## src/rtl/cache_pkg.sv

```systemverilog
// Shared types for the cache miss handler: FSM state encoding, memory request payload
// and the performance counter width.
package cache_pkg;

  typedef enum logic [2:0] {
    ST_IDLE    = 3'd0,
    ST_RD_REQ  = 3'd1,
    ST_RD_WAIT = 3'd2,
    ST_FILL    = 3'd3,
    ST_WR_REQ  = 3'd4
  } miss_handler_state_e;

  localparam int CACHE_ADDR_W  = 32;
  localparam int CACHE_BLOCK_W = 32;
  localparam int CNT_WIDTH     = 32;

  // Payload widths are fixed here; the handler's ADDR_SIZE/BLOCK_SIZE must match them.
  typedef struct packed {
    logic                     write;
    logic [CACHE_ADDR_W-1:0]  addr;
    logic [CACHE_BLOCK_W-1:0] wdata;
  } mem_req_t;

endpackage

```

## src/rtl/cache_perf_counter.sv

```systemverilog
// Hit/miss counters for CPU loads. Only the first IDLE lookup of a load is counted;
// the retry lookup right after a refill is suppressed by the refilled flag.
module cache_perf_counter
  import cache_pkg::*;
(
  input  logic                 clk,
  input  logic                 rst_n,
  input  logic                 i_lookup,
  input  logic                 i_hit,
  input  logic                 i_fill,
  input  logic                 i_idle,
  output logic [CNT_WIDTH-1:0] o_hit_count,
  output logic [CNT_WIDTH-1:0] o_miss_count
);

  logic                 r_refilled;
  logic [CNT_WIDTH-1:0] r_hit_count;
  logic [CNT_WIDTH-1:0] r_miss_count;
  logic                 w_count_en;

  assign w_count_en = i_lookup & ~r_refilled;

  always_ff @(posedge clk or negedge rst_n) begin
    if (!rst_n) begin
      r_refilled <= 1'b0;
    end else if (i_fill) begin
      r_refilled <= 1'b1;
    end else if (i_idle) begin
      r_refilled <= 1'b0;
    end
  end

  // Counters wrap naturally at 2**CNT_WIDTH.
  always_ff @(posedge clk or negedge rst_n) begin
    if (!rst_n) begin
      r_hit_count  <= '0;
      r_miss_count <= '0;
    end else if (w_count_en) begin
      if (i_hit) begin
        r_hit_count <= r_hit_count + 1'b1;
      end else begin
        r_miss_count <= r_miss_count + 1'b1;
      end
    end
  end

  assign o_hit_count  = r_hit_count;
  assign o_miss_count = r_miss_count;

endmodule

```

## src/rtl/cache_miss_handler.sv

```systemverilog
// Sequencer between the CPU port and a two-way LRU cache: read-miss refill from memory,
// write-through stores without allocation. CACHE_PERF_COUNTERS_EN adds hit/miss counters.
module cache_miss_handler
  import cache_pkg::*;
#(
  parameter int ADDR_SIZE  = 32,
  parameter int BLOCK_SIZE = 32,
  parameter int NUM_SETS   = 16
) (
  input  logic                  clk,
  input  logic                  rst,
  input  logic                  req_valid,
  input  logic                  req_write,
  input  logic [ADDR_SIZE-1:0]  req_addr,
  input  logic [BLOCK_SIZE-1:0] req_wdata,
  output logic [BLOCK_SIZE-1:0] req_rdata,
  output logic                  stall,
  output logic [ADDR_SIZE-1:0]  cache_addr,
  output logic                  cache_write_enable,
  output logic [BLOCK_SIZE-1:0] cache_write_data,
  input  logic [BLOCK_SIZE-1:0] cache_read_data,
  input  logic                  cache_hit,
  output logic                  mem_req_valid,
  input  logic                  mem_req_ready,
  output logic                  mem_req_write,
  output logic [ADDR_SIZE-1:0]  mem_req_addr,
  output logic [BLOCK_SIZE-1:0] mem_req_wdata,
  input  logic                  mem_resp_valid,
  input  logic [BLOCK_SIZE-1:0] mem_resp_data
`ifdef CACHE_PERF_COUNTERS_EN
  ,
  output logic [CNT_WIDTH-1:0]  hit_count,
  output logic [CNT_WIDTH-1:0]  miss_count
`endif
);

  miss_handler_state_e   r_state;
  miss_handler_state_e   w_state_next;
  logic [BLOCK_SIZE-1:0] r_fill;
  logic                  w_load;
  logic                  w_store;
  mem_req_t              w_mem_req;

  // NUM_SETS only travels with the interface for consistency with the cache instance.
  if (NUM_SETS > 0) begin : g_num_sets_ok
  end

  assign w_load  = req_valid & ~req_write;
  assign w_store = req_valid & req_write;

  always_ff @(posedge clk or negedge rst) begin
    if (!rst) begin
      r_state <= ST_IDLE;
    end else begin
      r_state <= w_state_next;
    end
  end

  // Responses arriving in any other state are dropped.
  always_ff @(posedge clk or negedge rst) begin
    if (!rst) begin
      r_fill <= '0;
    end else if ((r_state == ST_RD_WAIT) && mem_resp_valid) begin
      r_fill <= mem_resp_data;
    end
  end

  always_comb begin
    w_state_next = r_state;
    case (r_state)
      ST_IDLE: begin
        if (w_load && !cache_hit) begin
          w_state_next = ST_RD_REQ;
        end else if (w_store) begin
          w_state_next = ST_WR_REQ;
        end
      end
      ST_RD_REQ:  if (mem_req_ready)  w_state_next = ST_RD_WAIT;
      ST_RD_WAIT: if (mem_resp_valid) w_state_next = ST_FILL;
      ST_FILL:    w_state_next = ST_IDLE;
      ST_WR_REQ:  if (mem_req_ready)  w_state_next = ST_IDLE;
      default:    w_state_next = ST_IDLE;
    endcase
  end

  // Memory payload is derived from the held CPU request, so it is stable until accepted.
  always_comb begin
    stall              = 1'b0;
    cache_write_enable = 1'b0;
    cache_write_data   = '0;
    mem_req_valid      = 1'b0;
    w_mem_req          = '0;
    case (r_state)
      ST_IDLE: begin
        if (w_load && !cache_hit) begin
          stall = 1'b1;
        end else if (w_store) begin
          stall              = 1'b1;
          cache_write_enable = cache_hit;
          cache_write_data   = req_wdata;
        end
      end
      ST_RD_REQ: begin
        stall          = 1'b1;
        mem_req_valid  = 1'b1;
        w_mem_req.addr = req_addr;
      end
      ST_RD_WAIT: begin
        stall = 1'b1;
      end
      ST_FILL: begin
        stall              = 1'b1;
        cache_write_enable = 1'b1;
        cache_write_data   = r_fill;
      end
      ST_WR_REQ: begin
        stall           = ~mem_req_ready;
        mem_req_valid   = 1'b1;
        w_mem_req.write = 1'b1;
        w_mem_req.addr  = req_addr;
        w_mem_req.wdata = req_wdata;
      end
      default: begin
        stall = 1'b0;
      end
    endcase
  end

  assign cache_addr    = req_addr;
  assign req_rdata     = cache_read_data;
  assign mem_req_write = w_mem_req.write;
  assign mem_req_addr  = w_mem_req.addr;
  assign mem_req_wdata = w_mem_req.wdata;

`ifdef CACHE_PERF_COUNTERS_EN
  cache_perf_counter u_perf_counter (
    .clk          (clk),
    .rst_n        (rst),
    .i_lookup     ((r_state == ST_IDLE) && w_load),
    .i_hit        (cache_hit),
    .i_fill       (r_state == ST_FILL),
    .i_idle       (r_state == ST_IDLE),
    .o_hit_count  (hit_count),
    .o_miss_count (miss_count)
  );
`endif

endmodule

```

## config.mk

```make
export PLATFORM = sky130hd
export DESIGN_NAME = cache_miss_handler
export DESIGN_NICKNAME = d
export VERILOG_FILES = /design/src/rtl/cache_pkg.sv /design/src/rtl/cache_perf_counter.sv /design/src/rtl/cache_miss_handler.sv
export SDC_FILE = /design/constraint.sdc
export NUM_CORES = 1
export LEC_CHECK = 0
export CAP_MARGIN = 10
export CORE_AREA = 2 2 115 117
export DETAILED_ROUTE_END_ITERATION = 8
export DIE_AREA = 0 0 117 119
export GPL_TIMING_DRIVEN = 0
export PLACE_DENSITY = 0.66
export SLEW_MARGIN = 20
export SYNTH_ARGS = -nofsm -noshare
export SYNTH_HDL_FRONTEND = slang
export SYNTH_SLANG_ARGS = --single-unit
```

## constraint.sdc

```tcl
create_clock -name clk -period 2.55 [get_ports clk]
set_input_delay 0.51 -clock clk [delete_from_list [all_inputs] [get_ports clk]]
set_output_delay 0.51 -clock clk [all_outputs]
set_load 0.005 [all_outputs]
```

==> metrics.md <==
| Metric | Value |
|---|---|
| Status | `completed` |
| CP Class | `input pin to primary output` |
| Fin nets | `just under 700` |
| Initial antenna violation count | `0` |
| First-pass GRT wire length | `roughly 18000 um` |
| RSZ-0062 raised after global routing | `yes` |
| TNS Setup | `0 ns` |
| Clock Pin Slew Worst Setup and Hold Paths | `about 0.06 ns` |
| Final setup skew | `between 0.003 and 0.004 ns` |
| Vias/cell | `between 4 and 5` |
| Pin count of the biggest net entering global routing | `23` |
| Number of remaining DRC errors | `0` |
| DRT antenna net count | `0` |
| Via count | `3120` |
| RR Endpoint | `r_fill[15]$_DFFE_PN0P_` |
| Site Rows | `42` |
| Synth Instances | `between 200 and 300` |
| GRT Resource Usage Total | `0.165` |
| Avg Cell Area, Syn | `~9.9 um^2` |
| Fin util | `0.470` |
| Wire length per cell | `between 15 and 20 um` |
| Crit end category | `primary output` |
| Cell Area, Placed | `between 5000 and 6000 um^2` |
| Final hold violation count | `0` |
| Synthesized cell area | `~2700 um^2` |
| Yosys cell types | `24` |
| Port buffer count | `roughly 270` |
| Relative slew slack | `0.703` |
| FF/Latch Area | `877 um^2` |
| TritonCTS Buffers | `5` |
| Worst reg-to-reg path cell count | `5` |
| Tot Pwr | `4160 uW` |
| Die height | `119 um` |
| Critical Path AT | `1.99 ns` |
| Final Instance Area | `roughly 6000 um^2` |
| Yosys reg bits | `35` |
| Post-DP HPWL | `9720 um` |
| Initial DRC Count | `97` |
| Period minus WS final | `roughly 2.5 ns` |
| Total gr overflow | `0` |
| Final Setup Violations | `0` |
| H-tree Lvls | `2` |
| DIE AREA | `13900 um^2` |
| Most common cell on crit path | `clkdlybuf4s50_1` |
| Area of the multi-input gates | `about 1200 um^2` |
| Peak fanout along the critical path | `3` |
| IR drop worst, VDD | `approximately 0.32 mV` |
| Most common cell after layout, fill and taps aside | `clkdlybuf4s50_1` |
| Clk_lat worst skew | `0.28 ns` |
| Synth warn | `0` |
| Critical-path top delay cell | `clkdlybuf4s50_1` |
| Fillers | `around 1200` |
| Placeable core region | `between 10000 and 15000 um^2` |
| Clk buf depth | `2` |
| P&R area growth vs syn | `125%` |
| Post-synthesis sequential area ratio | `0.325` |
| Commonest non-fill, non-tap cells in the layout | `229 x clkdlybuf4s50_1, 79 x buf_4, 34 x dfrtp_1` |
| Fin Hold WS | `~0.16 ns` |
| Hold WC Path Type | `input pin to asynchronous set/reset pin` |
| Num ports | `299` |
| Chip width | `117 um` |
| Final Cycle Share | `0.981` |
| FF-to-FF Start | `r_state[0]$_DFFE_PN0P_` |
| Syn Nets | `407` |
| Leak Pwr | `around 0.003 uW` |
| First-pass iteration count of the detailed router | `4` |
| Max Cap Viol | `0` |
| GP Congestion | `about 0.73` |
| Initial core utilization | `0.209` |
| CTS Root Cell | `clkbuf_16` |
| Sink Count | `35` |
| Critical path startpoint category | `input pin` |
| Proportion of layout cells with a drive suffix above 1 | `0.267` |
| Ant diodes | `0` |
| Crit path cell chain | `clkdlybuf4s50_1 -> nand2b_1 -> a2111oi_2 -> a21oi_1 -> clkdlybuf4s50_1` |
| WP data required | `2.04 ns` |
| Detailed Route WL | `12100 um` |
| Worst-Margin Slew | `between 0.4 and 0.5 ns` |
| Pins Over Slew Limit | `0` |
| Delay of the slowest critical-path stage | `approximately 0.51 ns` |
| R2R Setup Slk | `0.76 ns` |
| Achievable Freq | `around 400 MHz` |
| CTS tree | `built` |
| Vias in the first global route | `around 3300` |
| Cell Pwr Density | `slightly below 700 nW/um^2` |
-- cells in the mapped netlist, drive strengths merged --
cell	count	area share
buf	76	0.21
a21oi	2	0.0037
nor3b	1	0.0070
and3	32	0.074
a22o	32	0.10
a221oi	1	0.0033
xnor2	1	0.0033
nand2b	2	0.0074
nor2	4	0.0056
a21o	2	0.0056
or4b	1	0.0037
clkbuf	10	0.014
a2111oi	1	0.0033
inv	1	0.0014
nand2	4	0.0056
dfrtp	35	0.33
nor4	1	0.0079
and2	33	0.077
mux2	33	0.14
-- through the flow --
step / setup WS [ns] / cells
4_1_cts: -0.0109 / 730
2_1_floorplan: 0.768 / 272
3_3_place_gp: -0.500 / 714
5_1_grt: -0.0635 / 738
3_5_place_dp: -0.547 / 715
6_report: 0.0476 / 738
-- worst max-delay path: cells and delay by family --
kind	cells	cell delay, ns
AO/OA/AOI/OAI	2	0.43
AND/OR/NAND/NOR	1	0.08
buffers and inverters	2	0.97
-- registers in the layout, summed over array words and instances (netlist names) --
name and flops:
r_fill 32, r_state 3
-- worst max-delay path by stage --
| stage | from | end | slack (ns) |
|---|---|---|---|
| final | cache_hit | stall | 0.05 |
| after CTS | r_state[1]$_DFFE_PN0P_ | stall | -0.01 |
| after global placement | req_valid | cache_write_data[18] | -0.50 |
| after global routing | cache_hit | stall | -0.06 |
| after floorplan | r_state[2]$_DFFE_PN0P_ | cache_write_data[0] | 0.77 |
| after detailed placement | req_valid | cache_write_data[28] | -0.55 |
-- repair_timing --
item	in CTS	in global routing
buffers inserted	7	7
cloned	1	1
resized for setup	54	32
endpoints found under the setup margin	97	61
pin swaps	1	2
hold buffers	0	0
-- cell families (layout without fill, tap and decap cells) --
logic type,after synthesis,count (layout),share of synthesized area
and+or+nand+nor,78,78,0.188
AOI/OAI and AO/OA,38,38,0.120
buffers and inverters,87,377,0.226
muxes,33,33,0.138
xor gates and xnor gates,1,1,0.00325
DFF,35,35,0.325
-- where the power goes --
part	switching [uW]	internal (uW)
Combinational	939	1640
Sequential	159	835
Clock	230	361
Total	1330	2830
-- layout make-up --
cell class	count	area share
repair buffers	283	0.477
multi-input cells	150	0.204
clock buffers	7	0.0219
inverters	1	0.000621
plain buffers	85	0.114
well taps	176	0.0364
flip-flops and latches	35	0.145
clock inverters	1	0.000827
-- per-layer routing --
layer  global-route usage  up-vias  part of all wire  wire length (um)
li1                     -     1463                 -                 -
met1                0.175     1464              0.37              4450
met2                0.311      178              0.52              6280
met3               0.0494       15             0.096              1160
met4               0.0397        0             0.018               213
met5                    0        -                 0                 0
(Power assumes the default switching activity.)
